**src/rtl/uart_transmitter_pkg.sv**
```systemverilog
// Shared constants, state encoding and helpers for the UART transmitter.
// Imported by the FIFO, the interface users and the top.
package uart_transmitter_pkg;

    localparam int FIFO_DEPTH = 16;
    localparam int PTR_W      = $clog2(FIFO_DEPTH) + 1;

    localparam logic [3:0] FRAME_LEN_NP = 4'd10;
    localparam logic [3:0] FRAME_LEN_P  = 4'd11;

    typedef enum logic {
        IDLE_TX    = 1'b0,
        SHIFT_DATA = 1'b1
    } tx_state_e;

    // Even parity is the XOR of the data; odd is its complement.
    function automatic logic parity_bit(
        input logic [7:0] data,
        input logic       even
    );
        return even ? ^data : ~^data;
    endfunction

    // TX-empty threshold compare.
    function automatic logic txe_hit(
        input logic [PTR_W-1:0] count,
        input logic [1:0]       txt
    );
        logic hit;
        hit = 1'b0;
        unique case (txt)
            2'b00: hit = (count == PTR_W'(0));
            2'b01: hit = (count <= PTR_W'(8));
            2'b10: hit = (count <= PTR_W'(4));
            2'b11: hit = (count <= PTR_W'(2));
        endcase
        return hit;
    endfunction

endpackage

```
**src/rtl/uart_transmitter_if.sv**
```systemverilog
// Control inputs and status outputs of the UART transmitter.
// The register block is the master, the transmitter the slave.
interface uart_transmitter_if;

    logic       ctrl_en;
    logic       ctrl_d9;
    logic       ctrl_ep;
    logic       ctrl_shift_tx;
    logic       ctrl_data_wr;
    logic [7:0] ctrl_data_in;
    logic [1:0] ctrl_txt;

    logic       uart_tx;
    logic       tx_nf;
    logic       tx_busy;
    logic       tx_txe;
    logic       tx_ov;

    modport master (
        output ctrl_en, ctrl_d9, ctrl_ep, ctrl_shift_tx,
        output ctrl_data_wr, ctrl_data_in, ctrl_txt,
        input  uart_tx, tx_nf, tx_busy, tx_txe, tx_ov
    );

    modport slave (
        input  ctrl_en, ctrl_d9, ctrl_ep, ctrl_shift_tx,
        input  ctrl_data_wr, ctrl_data_in, ctrl_txt,
        output uart_tx, tx_nf, tx_busy, tx_txe, tx_ov
    );

endinterface

```
**src/rtl/uart_tx_fifo.sv**
```systemverilog
// 16x8 TX FIFO with wrap-bit pointers and a flush that drops all entries.
// Read data is combinational at the read pointer.
module uart_tx_fifo
    import uart_transmitter_pkg::*;
(
    input  logic             pclk,
    input  logic             preset_n,
    input  logic             wr_en,
    input  logic [7:0]       wr_data,
    input  logic             rd_en,
    input  logic             flush,
    output logic             full,
    output logic             empty,
    output logic [PTR_W-1:0] count,
    output logic [7:0]       data_out
);

    logic [7:0]       mem_q [FIFO_DEPTH];
    logic [PTR_W-1:0] wptr_q, wptr_d;
    logic [PTR_W-1:0] rptr_q, rptr_d;

    // Next pointers; a flush moves the read pointer onto the write pointer.
    always_comb begin
        wptr_d = wptr_q;
        rptr_d = rptr_q;
        if (flush) begin
            rptr_d = wptr_q;
        end else begin
            if (wr_en) wptr_d = wptr_q + PTR_W'(1);
            if (rd_en) rptr_d = rptr_q + PTR_W'(1);
        end
    end

    // Pointer registers.
    always_ff @(posedge pclk or negedge preset_n) begin
        if (!preset_n) begin
            wptr_q <= '0;
            rptr_q <= '0;
        end else begin
            wptr_q <= wptr_d;
            rptr_q <= rptr_d;
        end
    end

    // Storage array; contents need no reset.
    always_ff @(posedge pclk) begin
        if (wr_en && !flush) mem_q[wptr_q[PTR_W-2:0]] <= wr_data;
    end

    assign full  = (wptr_q[PTR_W-1] != rptr_q[PTR_W-1]) &&
                   (wptr_q[PTR_W-2:0] == rptr_q[PTR_W-2:0]);
    assign empty    = (wptr_q == rptr_q);
    assign count    = wptr_q - rptr_q;
    assign data_out = mem_q[rptr_q[PTR_W-2:0]];

endmodule

```
**src/rtl/uart_transmitter.sv**
```systemverilog
// UART transmitter: FIFO-fed frame serialiser driven by a 16x baud tick.
// Frame is start, 8 data LSB first, optional parity, stop.
module uart_transmitter
    import uart_transmitter_pkg::*;
(
    input  logic          pclk,
    input  logic          preset_n,
    uart_transmitter_if.slave bus
);

    tx_state_e        state_q, state_d;
    logic [3:0]       smp_cnt_q, smp_cnt_d;
    logic [3:0]       bit_cnt_q, bit_cnt_d;
    logic [10:0]      shreg_q, shreg_d;
    logic             d9_q, d9_d;
    logic             uart_tx_q, uart_tx_d;
    logic             ov_q, ov_d;

    logic             full;
    logic             empty;
    logic [PTR_W-1:0] count;
    logic [7:0]       fifo_dout;
    logic             wr_acc;
    logic             pop;
    logic             slot9;
    logic [3:0]       frame_len;

    assign wr_acc = bus.ctrl_data_wr && !full && bus.ctrl_en;
    assign pop    = (state_q == IDLE_TX) && bus.ctrl_en && !empty;

    // Without parity the parity slot carries the stop bit.
    assign slot9 = bus.ctrl_d9 ?
                   parity_bit(fifo_dout, bus.ctrl_ep) : 1'b1;

    // Frame length follows the parity mode latched at load.
    assign frame_len = d9_q ? FRAME_LEN_P : FRAME_LEN_NP;

    uart_tx_fifo u_fifo (
        .pclk     (pclk),
        .preset_n (preset_n),
        .wr_en    (wr_acc),
        .wr_data  (bus.ctrl_data_in),
        .rd_en    (pop),
        .flush    (!bus.ctrl_en),
        .full     (full),
        .empty    (empty),
        .count    (count),
        .data_out (fifo_dout)
    );

    // Frame FSM, sample/bit counters and shift register next state.
    always_comb begin
        state_d   = state_q;
        smp_cnt_d = smp_cnt_q;
        bit_cnt_d = bit_cnt_q;
        shreg_d   = shreg_q;
        d9_d      = d9_q;
        uart_tx_d = 1'b1;
        if (!bus.ctrl_en) begin
            state_d   = IDLE_TX;
            smp_cnt_d = '0;
            bit_cnt_d = '0;
        end else begin
            unique case (state_q)
                IDLE_TX: begin
                    if (pop) begin
                        state_d   = SHIFT_DATA;
                        shreg_d   = {1'b1, slot9, fifo_dout, 1'b0};
                        d9_d      = bus.ctrl_d9;
                        smp_cnt_d = '0;
                        bit_cnt_d = '0;
                    end
                end
                SHIFT_DATA: begin
                    uart_tx_d = shreg_q[0];
                    if (bus.ctrl_shift_tx) begin
                        smp_cnt_d = smp_cnt_q + 4'd1;
                        if (smp_cnt_q == 4'hF) begin
                            shreg_d   = {1'b1, shreg_q[10:1]};
                            bit_cnt_d = bit_cnt_q + 4'd1;
                            if (bit_cnt_d == frame_len) begin
                                state_d = IDLE_TX;
                            end
                        end
                    end
                end
            endcase
        end
    end

    // Overrun is sticky until the next accepted write or a disable.
    always_comb begin
        ov_d = ov_q;
        if (!bus.ctrl_en) begin
            ov_d = 1'b0;
        end else if (bus.ctrl_data_wr && full) begin
            ov_d = 1'b1;
        end else if (wr_acc) begin
            ov_d = 1'b0;
        end
    end

    // State, datapath and flag registers.
    always_ff @(posedge pclk or negedge preset_n) begin
        if (!preset_n) begin
            state_q   <= IDLE_TX;
            smp_cnt_q <= '0;
            bit_cnt_q <= '0;
            shreg_q   <= '1;
            d9_q      <= 1'b0;
            uart_tx_q <= 1'b1;
            ov_q      <= 1'b0;
        end else begin
            state_q   <= state_d;
            smp_cnt_q <= smp_cnt_d;
            bit_cnt_q <= bit_cnt_d;
            shreg_q   <= shreg_d;
            d9_q      <= d9_d;
            uart_tx_q <= uart_tx_d;
            ov_q      <= ov_d;
        end
    end

    assign bus.uart_tx = uart_tx_q;
    assign bus.tx_nf   = !full;
    assign bus.tx_busy = (state_q == SHIFT_DATA);
    assign bus.tx_txe  = txe_hit(count, bus.ctrl_txt);
    assign bus.tx_ov   = ov_q;

endmodule

```
**src/flat_wrapper.sv**
```systemverilog
// flat-port wrapper written by rule: the top's interface ports become plain ports
module uart_transmitter_flat import uart_transmitter_pkg::*;
  (pclk, preset_n, bus_ctrl_en, bus_ctrl_d9, bus_ctrl_ep, bus_ctrl_shift_tx, bus_ctrl_data_wr, bus_ctrl_data_in, bus_ctrl_txt, bus_uart_tx, bus_tx_nf, bus_tx_busy, bus_tx_txe, bus_tx_ov);
  uart_transmitter_if bus_i ();
  input  logic pclk;
  input  logic preset_n;
  input wire logic [$bits(bus_i.ctrl_en)-1:0] bus_ctrl_en;
  input wire logic [$bits(bus_i.ctrl_d9)-1:0] bus_ctrl_d9;
  input wire logic [$bits(bus_i.ctrl_ep)-1:0] bus_ctrl_ep;
  input wire logic [$bits(bus_i.ctrl_shift_tx)-1:0] bus_ctrl_shift_tx;
  input wire logic [$bits(bus_i.ctrl_data_wr)-1:0] bus_ctrl_data_wr;
  input wire logic [$bits(bus_i.ctrl_data_in)-1:0] bus_ctrl_data_in;
  input wire logic [$bits(bus_i.ctrl_txt)-1:0] bus_ctrl_txt;
  output wire logic [$bits(bus_i.uart_tx)-1:0] bus_uart_tx;
  output wire logic [$bits(bus_i.tx_nf)-1:0] bus_tx_nf;
  output wire logic [$bits(bus_i.tx_busy)-1:0] bus_tx_busy;
  output wire logic [$bits(bus_i.tx_txe)-1:0] bus_tx_txe;
  output wire logic [$bits(bus_i.tx_ov)-1:0] bus_tx_ov;
  assign bus_i.ctrl_en = bus_ctrl_en;
  assign bus_i.ctrl_d9 = bus_ctrl_d9;
  assign bus_i.ctrl_ep = bus_ctrl_ep;
  assign bus_i.ctrl_shift_tx = bus_ctrl_shift_tx;
  assign bus_i.ctrl_data_wr = bus_ctrl_data_wr;
  assign bus_i.ctrl_data_in = bus_ctrl_data_in;
  assign bus_i.ctrl_txt = bus_ctrl_txt;
  assign bus_uart_tx = bus_i.uart_tx;
  assign bus_tx_nf = bus_i.tx_nf;
  assign bus_tx_busy = bus_i.tx_busy;
  assign bus_tx_txe = bus_i.tx_txe;
  assign bus_tx_ov = bus_i.tx_ov;
  uart_transmitter u_core (.pclk(pclk), .preset_n(preset_n), .bus(bus_i));
endmodule
```
**config.mk**
```make
export PLATFORM = sky130hd
export DESIGN_NAME = uart_transmitter_flat
export DESIGN_NICKNAME = d
export VERILOG_FILES = /design/src/rtl/uart_transmitter_pkg.sv /design/src/rtl/uart_transmitter_if.sv /design/src/rtl/uart_tx_fifo.sv /design/src/rtl/uart_transmitter.sv /design/src/flat_wrapper.sv
export SDC_FILE = /design/constraint.sdc
export NUM_CORES = 1
export LEC_CHECK = 0
export ABC_CLOCK_PERIOD_IN_PS = 3200
export BUFFER_PORTS_ARGS = -buffer_cell sky130_fd_sc_hd__buf_2
export CAP_MARGIN = 0
export CORE_MARGIN = 2
export CORE_UTILIZATION = 42
export DETAILED_ROUTE_END_ITERATION = 12
export HOLD_SLACK_MARGIN = 0.15
export PLACE_DENSITY = 0.62
export SETUP_SLACK_MARGIN = 0.5
export SYNTH_ARGS = -nofsm -noshare
export SYNTH_HDL_FRONTEND = slang
export SYNTH_SLANG_ARGS = --single-unit
```
**constraint.sdc**
```tcl
create_clock -name pclk -period 3.2 [get_ports pclk]
set_clock_uncertainty 0.05 [all_clocks]
set_input_delay 0.32 -clock pclk [delete_from_list [all_inputs] [get_ports pclk]]
set_output_delay 0.32 -clock pclk [all_outputs]
set_load 0.005 [all_outputs]
```
==> impl_metrics.toml <==
[critical_path]
path_class = "flop to flop"
reg2reg_depth = 8
crit_path_top_delay_cell = "mux4_2"
endpoint_kind = "flop"
crit_path_frequent_cell = "mux4_2"
worst_ep_required_time_ps = 3480
reg2reg_slack_ps = 420
cp_max_fo = 14
crit_path_start_kind = "flop"
cp_data_arrival_time_ps = 3060
r2r-end = "u_core.shreg_q[9]"
timing.rr.start = "u_core.u_fifo.rptr_q[0]"
max_stage_delay_ps = 520
path_cells = "buf_12 > buf_16 > mux4_2 > mux4_2 > xor2_2 > xnor2_1 > xnor3_1 > a2bb2oi_2"

[outcome]
status = "finished clean"

[grt]
met3_usage_pct = 4.52
grt_first_pass_wirelength_um = 22600
antenna_found_initial = 0
overflow = 0
grt_max_degree = 33
grt_busiest_layer = "met2"
grt_pass1_vias = 3869
use_met1_pct = 24.0
grt_usage_pct = 17.6
use_met2_pct = 27.8

[layout]
num_antenna_cells = 0
finalNonFillerCells = 710
syn2layout_area_growth_pct = 19.0
finalNetCount = 510
layout-drive-gt1-share_pct = 32.4

[yosys]
synth_top_area_share_pct = 55.5
syn_area_per_cell_sq_um = 16.3
yosys_warnings = 0
synth-edff-count = 128
synthesis.area_sq_mm = 0.00693
ys_types = 47
synthArstFlopShare_pct = 20.0
synth_seq_cells = 160
synth.area.top_cells = "edfxtp_1 55%, mux4_2 10%, dfrtp_1 7.6%"
yosysMostFrequentCell = "edfxtp_1"
synthCells = 424
yosysTopAreaCell = "edfxtp_1"
synth_commonest_cells = "128 x edfxtp_1, 32 x mux4_2, 32 x nand2_1"
yosysSeqAreaShare_pct = 67.2
synth_flop_cell = "edfxtp_1"
syn_nets = 453

[clock_network]
clkTransAtPathRegs_ps = 60
cts_root_buf = "clkbuf_16"
clock_sinks = 160
clock_path_buffers = 2
clock_latency_ps = 430
cts_tree = "built"
htree_levels = 4
cts_inserted_buffers = 17

[worst_hold_path]
holdPathEnd = "u_core.d9_q"
hp-class = "input port to flop"
hp-start = "bus_ctrl_d9"
whs_path_depth = 3

[floorplan]
core_sq_mm = 0.0160
die-area_sq_mm = 0.0175
rows = 46
die_h_um = 132
start_util_pct = 43.3
ioPinCount = 22
chipWidth_um = 132

[pwr]
peakVddDrop_uv = 548
p_leak_uw = 0.00301
powerDensity_mw_per_mm2 = 931
fin_total_pwr_uw = 7680

[detailed_routing]
post_drt_via_cell_ratio = 5.38
drtIter0Drc = 376
routed_wl_um = 14900
vias = 3818
drc = 0
dr.pass1.iters = 4
wl_per_cell_um = 21.0
ant_nets = 0

[sta]
fmax_mhz = 359
setup_violations = 0
fin_tns_setup_ps = 0
period_needed_ps = 2780
slew_viol_final = 0
worstMarginPinSlew_ps = 717
whs_ps = 201
hold_viol = 0
relSlewSlack_pct = 52.2
rsz0062_at_grt = "true"
period_share_pct = 87.0

[placed_design]
io_buffers = 21
dp.cells = 656
dpl.hpwl_um = 9370
gp_congestion = 0.768

[flow_run]
maxCapViolCount = 0
## cell usage in the layout, fill, tap and decap left out, types with 3 or more instances in the layout
cell type,netlist,final
dfrtp_1,21,19
and3_1,4,4
nand2_1,32,32
and2_2,0,11
xnor2_1,13,13
ha_1,11,10
edfxtp_1,128,128
and2_1,23,11
dfstp_2,11,11
nor2_1,17,17
xor2_1,7,5
clkbuf_16,0,18
a21boi_0,3,3
clkinv_1,0,4
nand3_1,4,4
o21ai_1,7,6
mux4_2,32,32
o21ai_0,12,12
buf_2,2,21
buf_12,0,6
buf_4,0,25
a21oi_1,20,20
nand4_1,4,4
mux2i_1,14,13
clkinv_4,0,4
inv_2,3,4
mux2_2,4,3
a2bb2oi_1,4,4
inv_1,6,4
## cell families after synthesis
group | count (synthesis) | share of synthesized area (%)
AOI/OAI and AO/OA | 56 | 5.11
xor gates and xnor gates | 23 | 3.52
buffers and inverters | 27 | 1.82
adders and majority gates | 12 | 2.28
and+or+nand+nor | 96 | 6.97
DFF | 160 | 67.2
muxes | 50 | 13.1
## metal layers
metal  wire length, um  share of wire (%)
met1              6500                 44
met2              7340                 49
met3               885                5.9
met4               195                1.3
met5                 0                  0
## cell type report
cell class | count | area (sq um)
clock inverters | 14 | 140
flip-flops and latches | 160 | 4660
multi-input cells | 237 | 2220
well taps | 216 | 270
fillers | 1343 | 7750
inverters | 9 | 36.3
clock buffers | 18 | 429
repair buffers | 56 | 485
## state kept, by name, summed over array words and instances, names as in the netlist
register and cells:
u_core.bit_cnt_q 4, u_core.bus.tx_busy 1, u_core.bus.tx_ov 1, u_core.bus.uart_tx 1
u_core.d9_q 1, u_core.shreg_q 10, u_core.smp_cnt_q 4, u_core.u_fifo.mem_q 128
u_core.u_fifo.rptr_q 5, u_core.u_fifo.wptr_q 5
## through the flow
stage	setup WS, ps	util, %	instance area, sq um
4_1_cts	394	50.4	8060
6_report	416	51.5	8250
3_5_place_dp	343	45.8	7330
2_1_floorplan	523	-	6940
3_3_place_gp	395	45.8	7330
5_1_grt	340	51.5	8250
## how the worst max path moves through the flow
stage / slack (ps) / from / to
2_1_floorplan: 520 / u_core.u_fifo.rptr_q[2] / u_core.u_fifo.mem_q[7][0]
3_3_place_gp: 400 / u_core.u_fifo.rptr_q[0] / u_core.shreg_q[9]
3_5_place_dp: 340 / u_core.u_fifo.rptr_q[3] / u_core.u_fifo.mem_q[5][4]
4_1_cts: 390 / u_core.u_fifo.wptr_q[0] / bus_tx_txe
5_1_grt: 340 / u_core.u_fifo.rptr_q[0] / u_core.shreg_q[9]
6_report: 420 / u_core.u_fifo.rptr_q[0] / u_core.shreg_q[9]
## power by group
group | internal, uW | total, uW | leakage [uW] | switching [uW]
Clock | 1140 | 1950 | 0.000275 | 804
Sequential | 2510 | 2650 | 0.00153 | 144
Combinational | 1670 | 3080 | 0.00120 | 1410
Total | 5330 | 7680 | 0.00301 | 2350
## what timing repair did
item / 4_1_cts / 5_1_grt
hold buffers: 2 / 0
setup endpoints to repair: 68 / 122
setup buffers: 6 / 12
gates resized for setup: 12 / 12
hold endpoints to repair: 22 / 0
pin swaps: 1 / 7
gates cloned: 1 / 1
## critical path: cells and delay by family, from the launching register on
kind | cells | cell delay (ps)
multiplexers | 2 | 1030
AO/OA/AOI/OAI | 1 | 140
buffers and inverters | 2 | 300
flip-flops | 1 | 480
XOR/XNOR | 3 | 680
Note: power is estimated with default switching activity, not from simulation.
